==> src/rtl/traffic_pkg.sv <==
// rtl/traffic_pkg.sv - shared FSM state codes and default tick constants
// Purpose: state encodings of the emergency request conditioner (also used by
//          the traffic light controller's debug muxing) and default timing.
// Ports:   none (package).
package traffic_pkg;

  typedef logic [2:0] state_t;

  localparam state_t ST_IDLE     = 3'd0;
  localparam state_t ST_DEBOUNCE = 3'd1;
  localparam state_t ST_ACTIVE   = 3'd2;
  localparam state_t ST_HOLD     = 3'd3;
  localparam state_t ST_COOLDOWN = 3'd4;

  localparam int DEF_TICK_DIV       = 1000000;
  localparam int DEF_DEBOUNCE_TICKS = 4;
  localparam int DEF_HOLD_TICKS     = 10;
  localparam int DEF_COOLDOWN_TICKS = 20;
  localparam int DEF_TIMEOUT_TICKS  = 200;

endpackage

==> src/rtl/tick_prescaler.sv <==
// rtl/tick_prescaler.sv - free-running clk divider producing a one-clk tick
// Purpose: counts 0..TICK_DIV-1 and pulses tick on the terminal count.
// Ports:   clk   - system clock
//          reset - asynchronous, active-high
//          tick  - one-clk pulse every TICK_DIV clks
module tick_prescaler
  import traffic_pkg::*;
#(
  parameter int TICK_DIV = DEF_TICK_DIV
) (
  input  logic clk,
  input  logic reset,
  output logic tick
);

  localparam int PW = $clog2(TICK_DIV);

  logic [PW-1:0] count;

  assign tick = (count == PW'(TICK_DIV - 1));

  always_ff @(posedge clk or posedge reset) begin
    if (reset) begin
      count <= '0;
    end else if (tick) begin
      count <= '0;
    end else begin
      count <= count + PW'(1);
    end
  end

endmodule

==> src/rtl/emergency_request_conditioner.sv <==
// rtl/emergency_request_conditioner.sv - debounce, hold and cooldown for the emergency request
// Purpose: turns the raw emergency request into a clean, rate-limited level
//          for the one-way traffic light controller.
// Ports:   clk       - system clock
//          reset     - asynchronous, active-high
//          req_in    - raw asynchronous request, active-high
//          cancel    - synchronous operator abort, active-high
//          emergency - conditioned request (high in ACTIVE or HOLD)
//          state_o   - current FSM state encoding
//          stuck     - sticky timeout flag
// Config:  EMERG_TIMEOUT_EN - limits time in ACTIVE and enables stuck;
//          when undefined stuck is tied 0 and TIMEOUT_TICKS is unused.
module emergency_request_conditioner
  import traffic_pkg::*;
#(
  parameter int TICK_DIV       = DEF_TICK_DIV,
  parameter int DEBOUNCE_TICKS = DEF_DEBOUNCE_TICKS,
  parameter int HOLD_TICKS     = DEF_HOLD_TICKS,
  parameter int COOLDOWN_TICKS = DEF_COOLDOWN_TICKS,
  parameter int TIMEOUT_TICKS  = DEF_TIMEOUT_TICKS
) (
  input  logic       clk,
  input  logic       reset,
  input  logic       req_in,
  input  logic       cancel,
  output logic       emergency,
  output logic [2:0] state_o,
  output logic       stuck
);

  localparam int MAX_DH  = (DEBOUNCE_TICKS > HOLD_TICKS) ? DEBOUNCE_TICKS : HOLD_TICKS;
  localparam int MAX_CT  = (COOLDOWN_TICKS > TIMEOUT_TICKS) ? COOLDOWN_TICKS : TIMEOUT_TICKS;
  localparam int MAX_ALL = (MAX_DH > MAX_CT) ? MAX_DH : MAX_CT;
  localparam int CW      = $clog2(MAX_ALL) + 1;

  logic          sync_meta;
  logic          req_s;
  logic          tick;
  state_t        state;
  state_t        state_n;
  logic [CW-1:0] cnt;
  logic [CW-1:0] cnt_n;
  logic          stuck_q;
`ifdef EMERG_TIMEOUT_EN
  logic          timeout_hit;
`endif

  always_ff @(posedge clk or posedge reset) begin
    if (reset) begin
      sync_meta <= 1'b0;
      req_s     <= 1'b0;
    end else begin
      sync_meta <= req_in;
      req_s     <= sync_meta;
    end
  end

  tick_prescaler #(
    .TICK_DIV(TICK_DIV)
  ) u_prescaler (
    .clk  (clk),
    .reset(reset),
    .tick (tick)
  );

  // cancel is tested first in every abortable state so it beats req_s and
  // tick; a req_s change is tested before tick so it wins without counting.
  always_comb begin
    state_n = state;
    cnt_n   = cnt;
`ifdef EMERG_TIMEOUT_EN
    timeout_hit = 1'b0;
`endif
    case (state)
      ST_IDLE: begin
        if (req_s && !stuck_q) state_n = ST_DEBOUNCE;
      end
      ST_DEBOUNCE: begin
        if (cancel) state_n = ST_COOLDOWN;
        else if (!req_s) state_n = ST_IDLE;
        else if (tick) begin
          if (cnt == CW'(DEBOUNCE_TICKS - 1)) state_n = ST_ACTIVE;
          else cnt_n = cnt + CW'(1);
        end
      end
      ST_ACTIVE: begin
        if (cancel) state_n = ST_COOLDOWN;
        else if (!req_s) state_n = ST_HOLD;
`ifdef EMERG_TIMEOUT_EN
        else if (tick) begin
          if (cnt == CW'(TIMEOUT_TICKS - 1)) begin
            state_n     = ST_COOLDOWN;
            timeout_hit = 1'b1;
          end else begin
            cnt_n = cnt + CW'(1);
          end
        end
`endif
      end
      ST_HOLD: begin
        if (cancel) state_n = ST_COOLDOWN;
        else if (req_s) state_n = ST_ACTIVE;
        else if (tick) begin
          if (cnt == CW'(HOLD_TICKS - 1)) state_n = ST_COOLDOWN;
          else cnt_n = cnt + CW'(1);
        end
      end
      ST_COOLDOWN: begin
        if (tick) begin
          if (cnt == CW'(COOLDOWN_TICKS - 1)) state_n = ST_IDLE;
          else cnt_n = cnt + CW'(1);
        end
      end
      default: state_n = ST_IDLE;
    endcase
    // One counter serves every state, so it restarts on any transition.
    if (state_n != state) cnt_n = '0;
  end

  always_ff @(posedge clk or posedge reset) begin
    if (reset) begin
      state     <= ST_IDLE;
      cnt       <= '0;
      emergency <= 1'b0;
    end else begin
      state     <= state_n;
      cnt       <= cnt_n;
      // Decoded from next-state so emergency flips on the same edge as state.
      emergency <= (state_n == ST_ACTIVE) || (state_n == ST_HOLD);
    end
  end

`ifdef EMERG_TIMEOUT_EN
  // A timeout only happens with req_s high, so clear and set never collide.
  always_ff @(posedge clk or posedge reset) begin
    if (reset) begin
      stuck_q <= 1'b0;
    end else if (!req_s) begin
      stuck_q <= 1'b0;
    end else if (timeout_hit) begin
      stuck_q <= 1'b1;
    end
  end
`else
  assign stuck_q = 1'b0;
`endif

  assign stuck   = stuck_q;
  assign state_o = state;

endmodule

==> config.mk <==
export PLATFORM = sky130hd
export DESIGN_NAME = emergency_request_conditioner
export DESIGN_NICKNAME = d
export VERILOG_FILES = /design/src/rtl/traffic_pkg.sv /design/src/rtl/tick_prescaler.sv /design/src/rtl/emergency_request_conditioner.sv
export SDC_FILE = /design/constraint.sdc
export NUM_CORES = 1
export LEC_CHECK = 0
export ABC_CLOCK_PERIOD_IN_PS = 6340
export CAP_MARGIN = 40
export CORE_MARGIN = 10
export CORE_UTILIZATION = 64
export DETAILED_ROUTE_END_ITERATION = 7
export GPL_ROUTABILITY_DRIVEN = 0
export PLACE_DENSITY_LB_ADDON = 0.15
export REMOVE_ABC_BUFFERS = 1
export SLEW_MARGIN = 10
export SYNTH_ARGS = -nofsm -noshare
export SYNTH_HDL_FRONTEND = slang
export SYNTH_SLANG_ARGS = --single-unit
==> constraint.sdc <==
create_clock -name clk -period 6.34 [get_ports clk]
set_input_delay 0.634 -clock clk [delete_from_list [all_inputs] [get_ports clk]]
set_output_delay 0.634 -clock clk [all_outputs]
set_load 0.02 [all_outputs]
Word-level counts from Yosys, hierarchy flattened
Index checks and enable logic that the tools add are counted.
- multiplexer cells: 27
- equal/unequal tests: 21
- add/sub/neg operators: 2
- reductions and logical operators: 4
- shift-type cells: 0
- $mul: 0
- divide/modulo/power cells: 0
- order comparisons: 0
- bitwise gates (word level): 0
- operators by type and width (operator ; count):
    2-to-1 mux 9 bit ; 11
    2-to-1 mux 3 bit ; 13
    != test 3 bit, second input constant ; 10
    one-hot mux 9 bit (3 select lines) ; 1
    adder 20 x 1 -> 20 bit, second input constant ; 1
    equality test 20 bit, second input constant ; 1
    2-to-1 mux 20 bit ; 1
    one-hot mux 3 bit (5 select lines) ; 1
    equality test 3 x 2 -> 1 bit, second input constant ; 4
    AND reduction 11 bit ; 1
    adder 9 x 1 -> 9 bit, second input constant ; 1
    equality test 9 x 2 -> 1 bit, second input constant ; 1
    equality test 9 x 4 -> 1 bit, second input constant ; 1
    equality test 9 x 5 -> 1 bit, second input constant ; 1
    nonzero test 4 bit ; 1
    equality test 3 x 1 -> 1 bit, second input constant ; 1
    equality test 3 bit, second input constant ; 1
    zero test 3 bit ; 1
    != test 3 bit ; 1
    logical OR 1 bit ; 1
- memory bits (writable): 0
- bits in read-only memories: 0
- latch bits: 0
- word-level logic and storage cells: 60
- flip-flop bits (word level): 35
- memories kept: 0

Depth between registers and ports, before layout
Gate-level depths: netlist of run 1.
- depth after elaboration: 9
- mapped depth: 9
- mapped depth without buffers: 8

Hierarchy
A second synthesis of run 1 with hierarchy kept.
- cells, all modules: 212
- area total of the unflattened synthesis: 2165.8 µm²
- by module, submodules not included (module ; area an instance (µm²) ; cells an instance ; seq. area each (µm²) ; times used):
    emergency_request_conditioner ; 1193.6 ; 116 ; 375.4 ; 1
    tick_prescaler ; 972.2 ; 96 ; 500.5 ; 1

Worst setup path before layout of run 1
No wires, ideal clock.
- path kind: flip-flop to flip-flop
- from: register cnt[0]
- to: register cnt[1]
- data required time: 6.253 ns
- path slack: 4.021 ns
- cell stages (with the launch flop): 9
- library setup time: 0.087 ns
- period minus slack after synthesis: 2.319 ns
- arrival time: 2.233 ns
- path buffers: 1
- cells stage by stage: dfrtp_1 -> ha_1 -> nor4b_4 -> nor3_1 -> or3_1 -> or3_1 -> a211o_1 -> buf_6 -> a211oi_2
- word-level cells in the longest chain between the ends: 9
- elaborated cells on any way between the ends: 40
- classes of those cells: add/sub (1); eq/ne (14); mux (23); reduce/logical (2)
- ends and longest elaborated chain (element ; RTL line ; RTL):
    start, declared ; emergency_request_conditioner.sv:41 ; logic [CW-1:0] cnt;
    start signal, assigned ; emergency_request_conditioner.sv:127 ; cnt <= cnt_n;
    equality test 9 x 4 -> 1 bit / equality test 9 x 2 -> 1 bit (equally long branches) ; emergency_request_conditioner.sv:104, emergency_request_conditioner.sv:82 ;
    2-to-1 mux 3 bit, on equally long branches ; emergency_request_conditioner.sv:104, emergency_request_conditioner.sv:82 ;
    2-to-1 mux 3 bit, on equally long branches ; emergency_request_conditioner.sv:103, emergency_request_conditioner.sv:81 ;
    2-to-1 mux 3 bit, on equally long branches ; emergency_request_conditioner.sv:102, emergency_request_conditioner.sv:80 ;
    2-to-1 mux 3 bit, on equally long branches ; emergency_request_conditioner.sv:101, emergency_request_conditioner.sv:79 ;
    one-hot mux 3 bit (5 select lines) ; emergency_request_conditioner.sv:74 ; case (state)
    != test 3 bit ; emergency_request_conditioner.sv:117 ; if (state_n != state) cnt_n = '0;
    != test 3 bit (no source line) / nonzero test 4 bit (equally long branches) ; - ;
    AND reduction 11 bit (no source line) ; - ;
Several ways; a longest one is shown, not always the timed one. The select of a mux whose other input is x is not followed.
A chain may end at the register's enable or synchronous reset.

Final worst setup path of run 1
Same ends and word-level chain as after synthesis.

==> results of run 1 <==
## state kept, by name (all words and copies together), names as in the netlist
name and flops:
cnt 9, emergency 1, req_s 1, state_o 3, sync_meta 1, u_prescaler.count 20
## cell families after synthesis
logic type                 Yosys count
AOI/OAI and AO/OA                   24
buffers and inverters                9
and+or+nand+nor                     95
adders and majority gates            3
other                                1
xor gates and xnor gates            23
DFF                                 35
## area by class of cell
class / count / area (um2) / area share
inverter: 2 / 7.507 / 0.003656
sequential: 35 / 875.8 / 0.4266
timing repair buffer: 8 / 77.57 / 0.03778
clock inverter: 1 / 5.005 / 0.002438
multi-input combinational: 146 / 997.2 / 0.4857
clock buffer: 6 / 51.30 / 0.02498
tap: 31 / 38.79 / 0.01889
## power groups by stage
stage,combinational [mW],clock (mW),sequential (mW)
4_1_cts,0.103,0.127,0.246
6_report,0.103,0.125,0.247
3_5_place_dp,0.103,0,0.251
2_1_floorplan,0.0629,0,0.254
5_1_grt,0.115,0.138,0.249
3_3_place_gp,0.100,0,0.249
## critical path, stage by stage, from the launching register on
cell	delay [ns]
dfrtp_1	0.44
ha_1	0.24
nor4b_4	0.35
nor3_1	0.10
or3_1	0.39
or3_1	0.36
a211o_1	0.43
a211oi_2	0.18
## cell usage after synthesis, types with 2 or more instances
cell type  count  share of area
dfrtp_1       35           0.45
nor2_1        22          0.043
xnor2_1       15          0.068
nand2_1       10          0.019
nand3_1       10          0.026
nor3_1         9          0.023
xor2_1         8          0.036
a21oi_1        5          0.013
nor4_1         5          0.016
a211oi_1       4          0.016
and3_1         4          0.013
nand4_1        4          0.013
or3_1          4          0.013
buf_2          3         0.0078
ha_1           3          0.019
o21ai_0        3         0.0078
and2_1         2         0.0065
and2_2         2         0.0078
buf_6          2          0.012
inv_1          2         0.0039
nand2b_1       2         0.0065
nand4b_1       2         0.0091
nor2b_1        2         0.0065
nor4_4         2          0.022
o31ai_1        2         0.0078
or2_0          2         0.0065
or2_2          2         0.0065
## metrics by stage
step	power, mW	worst slack, ns	area (um2)	hold slack (ns)	std cells
2_1_floorplan	0.3164	4.034	1881	0.3312	183
3_3_place_gp	0.3499	3.555	1997	0.3363	222
3_5_place_dp	0.3539	3.460	1997	0.3418	222
4_1_cts	0.4772	3.753	2053	0.3629	229
5_1_grt	0.5025	3.582	2053	0.3724	229
6_report	0.4749	3.767	2053	0.3586	229
## routing by layer
metal	vias to the layer above	global-route usage	part of all wire
met2	36	0.2238	0.47
met5	-	0	0
met4	0	0.09034	0.014
met1	686	0.1818	0.47
li1	697	-	-
met3	6	0.03154	0.047
## how the worst max path moves through the flow
stage | endpoint | slack, ns | cells past startpoint
4_1_cts | cnt[1]$_DFFE_PP0P_ | 3.75 | 7
2_1_floorplan | cnt[1]$_DFFE_PP0P_ | 4.03 | 7
3_5_place_dp | cnt[1]$_DFFE_PP0P_ | 3.46 | 7
5_1_grt | cnt[1]$_DFFE_PP0P_ | 3.58 | 7
6_report | cnt[1]$_DFFE_PP0P_ | 3.77 | 7
3_3_place_gp | cnt[1]$_DFFE_PP0P_ | 3.55 | 7
==> out/results.txt, run 1 <==
Complex-gate fraction of the synthesized area: 0.08949
Row count: 19
WL final: 3.580 mm
Max VDD drop: 198.1 uV
Clk_lat worst skew: 0.35 ns
Sequential-to-total area share from yosys stat: 0.4540
Clk pin slew, worst setup/hold paths: 0.10 ns
Setup CP Type: flip-flop to flip-flop
Commonest cells after routing, fill and taps aside: dfrtp_1, nor2_1, xnor2_1, nand2_1, nand3_1
Max Buffers Root-to-Sink: 2
Crit end category: flip-flop
Hold crit path type: flip-flop to flip-flop
Via density: 6.223
Post-synthesis register bit count: 35
Initial antenna violation count: 0
Synth Area in Simple Gates: 0.3016
Worst R2R Path Depth: 7
Worst r2r src: cnt[0]$_DFFE_PP0P_
Hpwl dp: 2.595 mm
Drt wl/cell: 15.63 um
I/O pin total: 9
RSZ-0062 raised after global routing: no
DRT Pass-1 Iters: 5
CP max FO: 9
Hold_buf cts: 0
Synth Warn #: 0
R2r setup slk: 3.77 ns
DR DRC count: 0
Fraction of registers with async set/reset: 1.000
CP Data Required Time: 6.61 ns
Synth Flop Type: dfrtp_1
Layout cell share with drive strength beyond 1: 0.1212
CTS tree: yes
Final Util: 0.7258
Largest net degree at the start of global routing: 36
Total setup buffers inserted after CTS: 0
Worst hold endpoint: req_s$_DFF_PP0_
Htree depth: 2
Post-CTS sizing: 0
Gate power share: 0.217
Final ANT Viol Nets: 0
Sw Ratio: 0.3257
Num Clock Sinks: 35
Final min period: 2.573 ns
Commonest non-fill, non-tap cell in the layout: dfrtp_1
Fill count: 209
Cell Pwr Density: 231.3 nW/um2
Final worst-path cycle share: 0.4059
Mapped Avg Cell Area: 10.15 um2
Vias in the first global route: 1421
All-layer global routing usage: 0.1454
PortBufs: 7
CTS root buf: clkbuf_4
Crit path launch: cnt[0]$_DFFE_PP0P_
Max Freq: 388.6 MHz
Main combinational cell family by area after synthesis: simple AND/OR/NAND/NOR gates
Clock skew: 0.01850 ns
Routed via count: 1425
Mux share of post-synthesis cell area: 0
Gr ovfl total: 0
Diode count: 0
Hold Path Stages: 0
Post-synthesis xor/xnor area fraction: 0.1044
Core area: 2829 um2
Distinct cell type count after synthesis: 51
Die Height: 74.91 um
DIE AREA: 5611 um2
Max Cap Violations: 0
Sequential group share of total power: 0.519
Status: finished clean
Initial DRC count: 131
Synth Area in Adders: 0.01946
Sw Pwr: 0.1547 mW
Final setup fails: 0
Reg2reg end: cnt[1]$_DFFE_PP0P_
Leak: 0.8577 nW
Crit start category: flip-flop
Slew HR: 0.5633
Post-synth EDFFs: 0
CTS buffer count: 5
Clock power share: 0.264
Hold_sp: sync_meta$_DFF_PP0_
Final Hold Vio Count: 0
Worst-Margin Slew: 0.6551 ns
P&R area growth vs syn: 6.420%
Max Transition Viols Final: 0
Mapped cell area: 1929 um2
Setup_tns: 0 ns
Cell Int Power: 0.3202 mW
First-pass GRT wire length: 6.306 mm
Nets@finish: 205
Die W: 74.91 um
Synth Instances: 190
Initial core utilization: 0.6820
WP data arrival: 2.84 ns
Power figures use the tool's default switching activity.
==> run 2: changes to the inputs <==
- ABC_CLOCK_PERIOD_IN_PS: 6340 -> 2200
- CORE_UTILIZATION: 64 -> 53
- clock period: 6.34 -> 2.2 ns (I/O delays scaled with it)
==> run 2 against run 1 <==
The flow now finishes with violations (setup timing). Clock skew decreased by 0.0066 ns. Routed wire length grew 28%. Critical path depth is 1 higher. Largest cell class unchanged. Clock-buffer cell count grew 1. Hold slack got worse by 0.077 ns. Power grew to 3.2 times the previous value.
==> out/results.txt, run 2 (same netlist as run 1, synthesis figures left out) <==
Vias in the first global route: 1709
Htree depth: 2
I/O pin total: 9
Clock skew: 0.01194 ns
Nets@finish: 244
Wire length on met1: 1.953 mm
Cell Pwr Density: 612.4 nW/um2
PortBufs: 7
DP Cell Count: 271
Die W: 80.34 um
Initial core utilization: 0.5648
Max Transition Viols Final: 0
CTS buffer count: 5
Routed wl met3: 250 um
First-pass GRT wire length: 7.845 mm
CP max stage cell: dfrtp_1
WL final: 4.594 mm
Hpwl dp: 3.158 mm
RSZ-0062 raised after global routing: yes
Initial antenna violation count: 0
Final Util: 0.7190
CTS tree: yes
WL met2: 2.318 mm
Final worst-path cycle share: 1.054
Drt wl/cell: 16.18 um
Crit start category: flip-flop
Slowest Stage Delay on Critical Path: 0.41 ns
Row count: 21
Die Height: 80.34 um
Diode count: 0
Via density: 5.820
DIE AREA: 6454 um2
Initial DRC count: 175
Crit end category: flip-flop
Status: complete, but fails checks
Max Buffers Root-to-Sink: 2
Core area: 3416 um2
Largest net degree at the start of global routing: 36
CP max FO: 5
Cell Area, Placed: 2271 um2
PnR worst setup slack: -0.1196 ns
WP data arrival: 2.59 ns
DRT Pass-1 Iters: 4
Hold crit path type: input pin to asynchronous set/reset pin
Num Clock Sinks: 35
Critical path's top delay family: simple AND/OR/NAND/NOR gates
Max reg flops: 20
Setup CP Type: flip-flop to flip-flop
Max Freq: 431.1 MHz
P&R area growth vs syn: 27.30%
Commonest non-fill, non-tap cell in the layout: buf_4
Max VDD drop: 362.8 uV
Final min period: 2.320 ns
CTS root buf: clkbuf_4
Leak: 1.046 nW
Most flops, register: u_prescaler.count
Final setup fails: 10
DR DRC count: 0
Setup_tns: -0.6138 ns
Max Cap Violations: 0
Gr ovfl total: 0
Clk pin slew, worst setup/hold paths: 0.11 ns
Routed via count: 1653
Clk_lat worst skew: 0.35 ns
Post-route cell area: 2456 um2
Failing checks: setup timing
Fin cells: 284
All-layer global routing usage: 0.1544
Final Hold Vio Count: 0
DR top layer: met4
Worst path cell trace: inv_1, ha_2, and4bb_2, a211oi_2, or3_4, or3_4, a211o_4, a211oi_2
Layout cell share with drive strength beyond 1: 0.3235
Hold_buf cts: 0
Commonest cells after routing, fill and taps aside: buf_4, dfrtp_1, nor2_1, xnor2_1
CP bufs+invs: 1
Power Total: 1.504 mW
CP Data Required Time: 2.47 ns
Final ANT Viol Nets: 0
## run 2: cell count changes in the layout (fill, tap and decap cells not counted), moves of 2 or more
cell / previous run / this run
ha_1: 3 / 1
or3_1: 4 / 1
or3_4: 0 / 3
ha_2: 0 / 2
a211oi_1: 4 / 2
clkbuf_1: 0 / 2
a211oi_2: 1 / 3
buf_4: 1 / 38
## run 2: path summary, 6_finish.rpt
check	start	to	slack, ns	cells after the start
max in group asynchronous	reset	cnt[7]$_DFFE_PP0P_	1.60	3
max reg2reg	cnt[1]$_DFFE_PP0P_	cnt[1]$_DFFE_PP0P_	-0.12	8
min reg2reg	sync_meta$_DFF_PP0_	req_s$_DFF_PP0_	0.37	0
min in group clk	req_in	sync_meta$_DFF_PP0_	0.29	1
min	reset	u_prescaler.count[0]$_DFF_PP0_	0.28	3
max	cnt[1]$_DFFE_PP0P_	cnt[1]$_DFFE_PP0P_	-0.12	8
## run 2: metal layers
metal / track usage / up-vias
li1: - / 777
met1: 0.1778 / 812
met2: 0.2600 / 53
met3: 0.03452 / 11
met4: 0.08275 / 0
met5: 0 / -
## run 2: area by class of cell
type,count,area (um2)
multi-input combinational,147,1099
clock inverter,1,5.005
clock buffer,7,45.04
inverter,2,7.507
timing repair buffer,46,366.6
tap,46,57.56
sequential,35,875.8
fill,256,959.7
## run 2: worst reg2reg max path, stage by stage (launching register included)
cell,delay [ns]
dfrtp_1,0.41
inv_1,0.07
ha_2,0.17
and4bb_2,0.27
a211oi_2,0.08
or3_4,0.35
or3_4,0.39
a211o_4,0.37
a211oi_2,0.14
## run 2: timing repair
item                                    in CTS  in global routing
cloned                                       1                  0
setup buffers                                3                  1
pin swaps                                    7                  1
endpoints found under the setup margin      12                 12
resized for setup                           11                 10
## run 2: report_power, final
group	switching [mW]	leakage, nW	internal, mW
combinational	0.268	0.550	0.201
sequential	0.0240	0.467	0.663
clock	0.224	0.0293	0.125
total	0.516	1.05	0.988
## run 2: metrics by stage
| stage | hold WS [ns] | setup slack [ns] |
|---|---|---|
| floorplan | 0.2514 | -0.1060 |
| global placement | 0.3315 | -0.1090 |
| detailed placement | 0.3523 | -0.2624 |
| CTS | 0.2844 | -0.07901 |
| global route | 0.2809 | -0.1821 |
| finish | 0.2814 | -0.1196 |
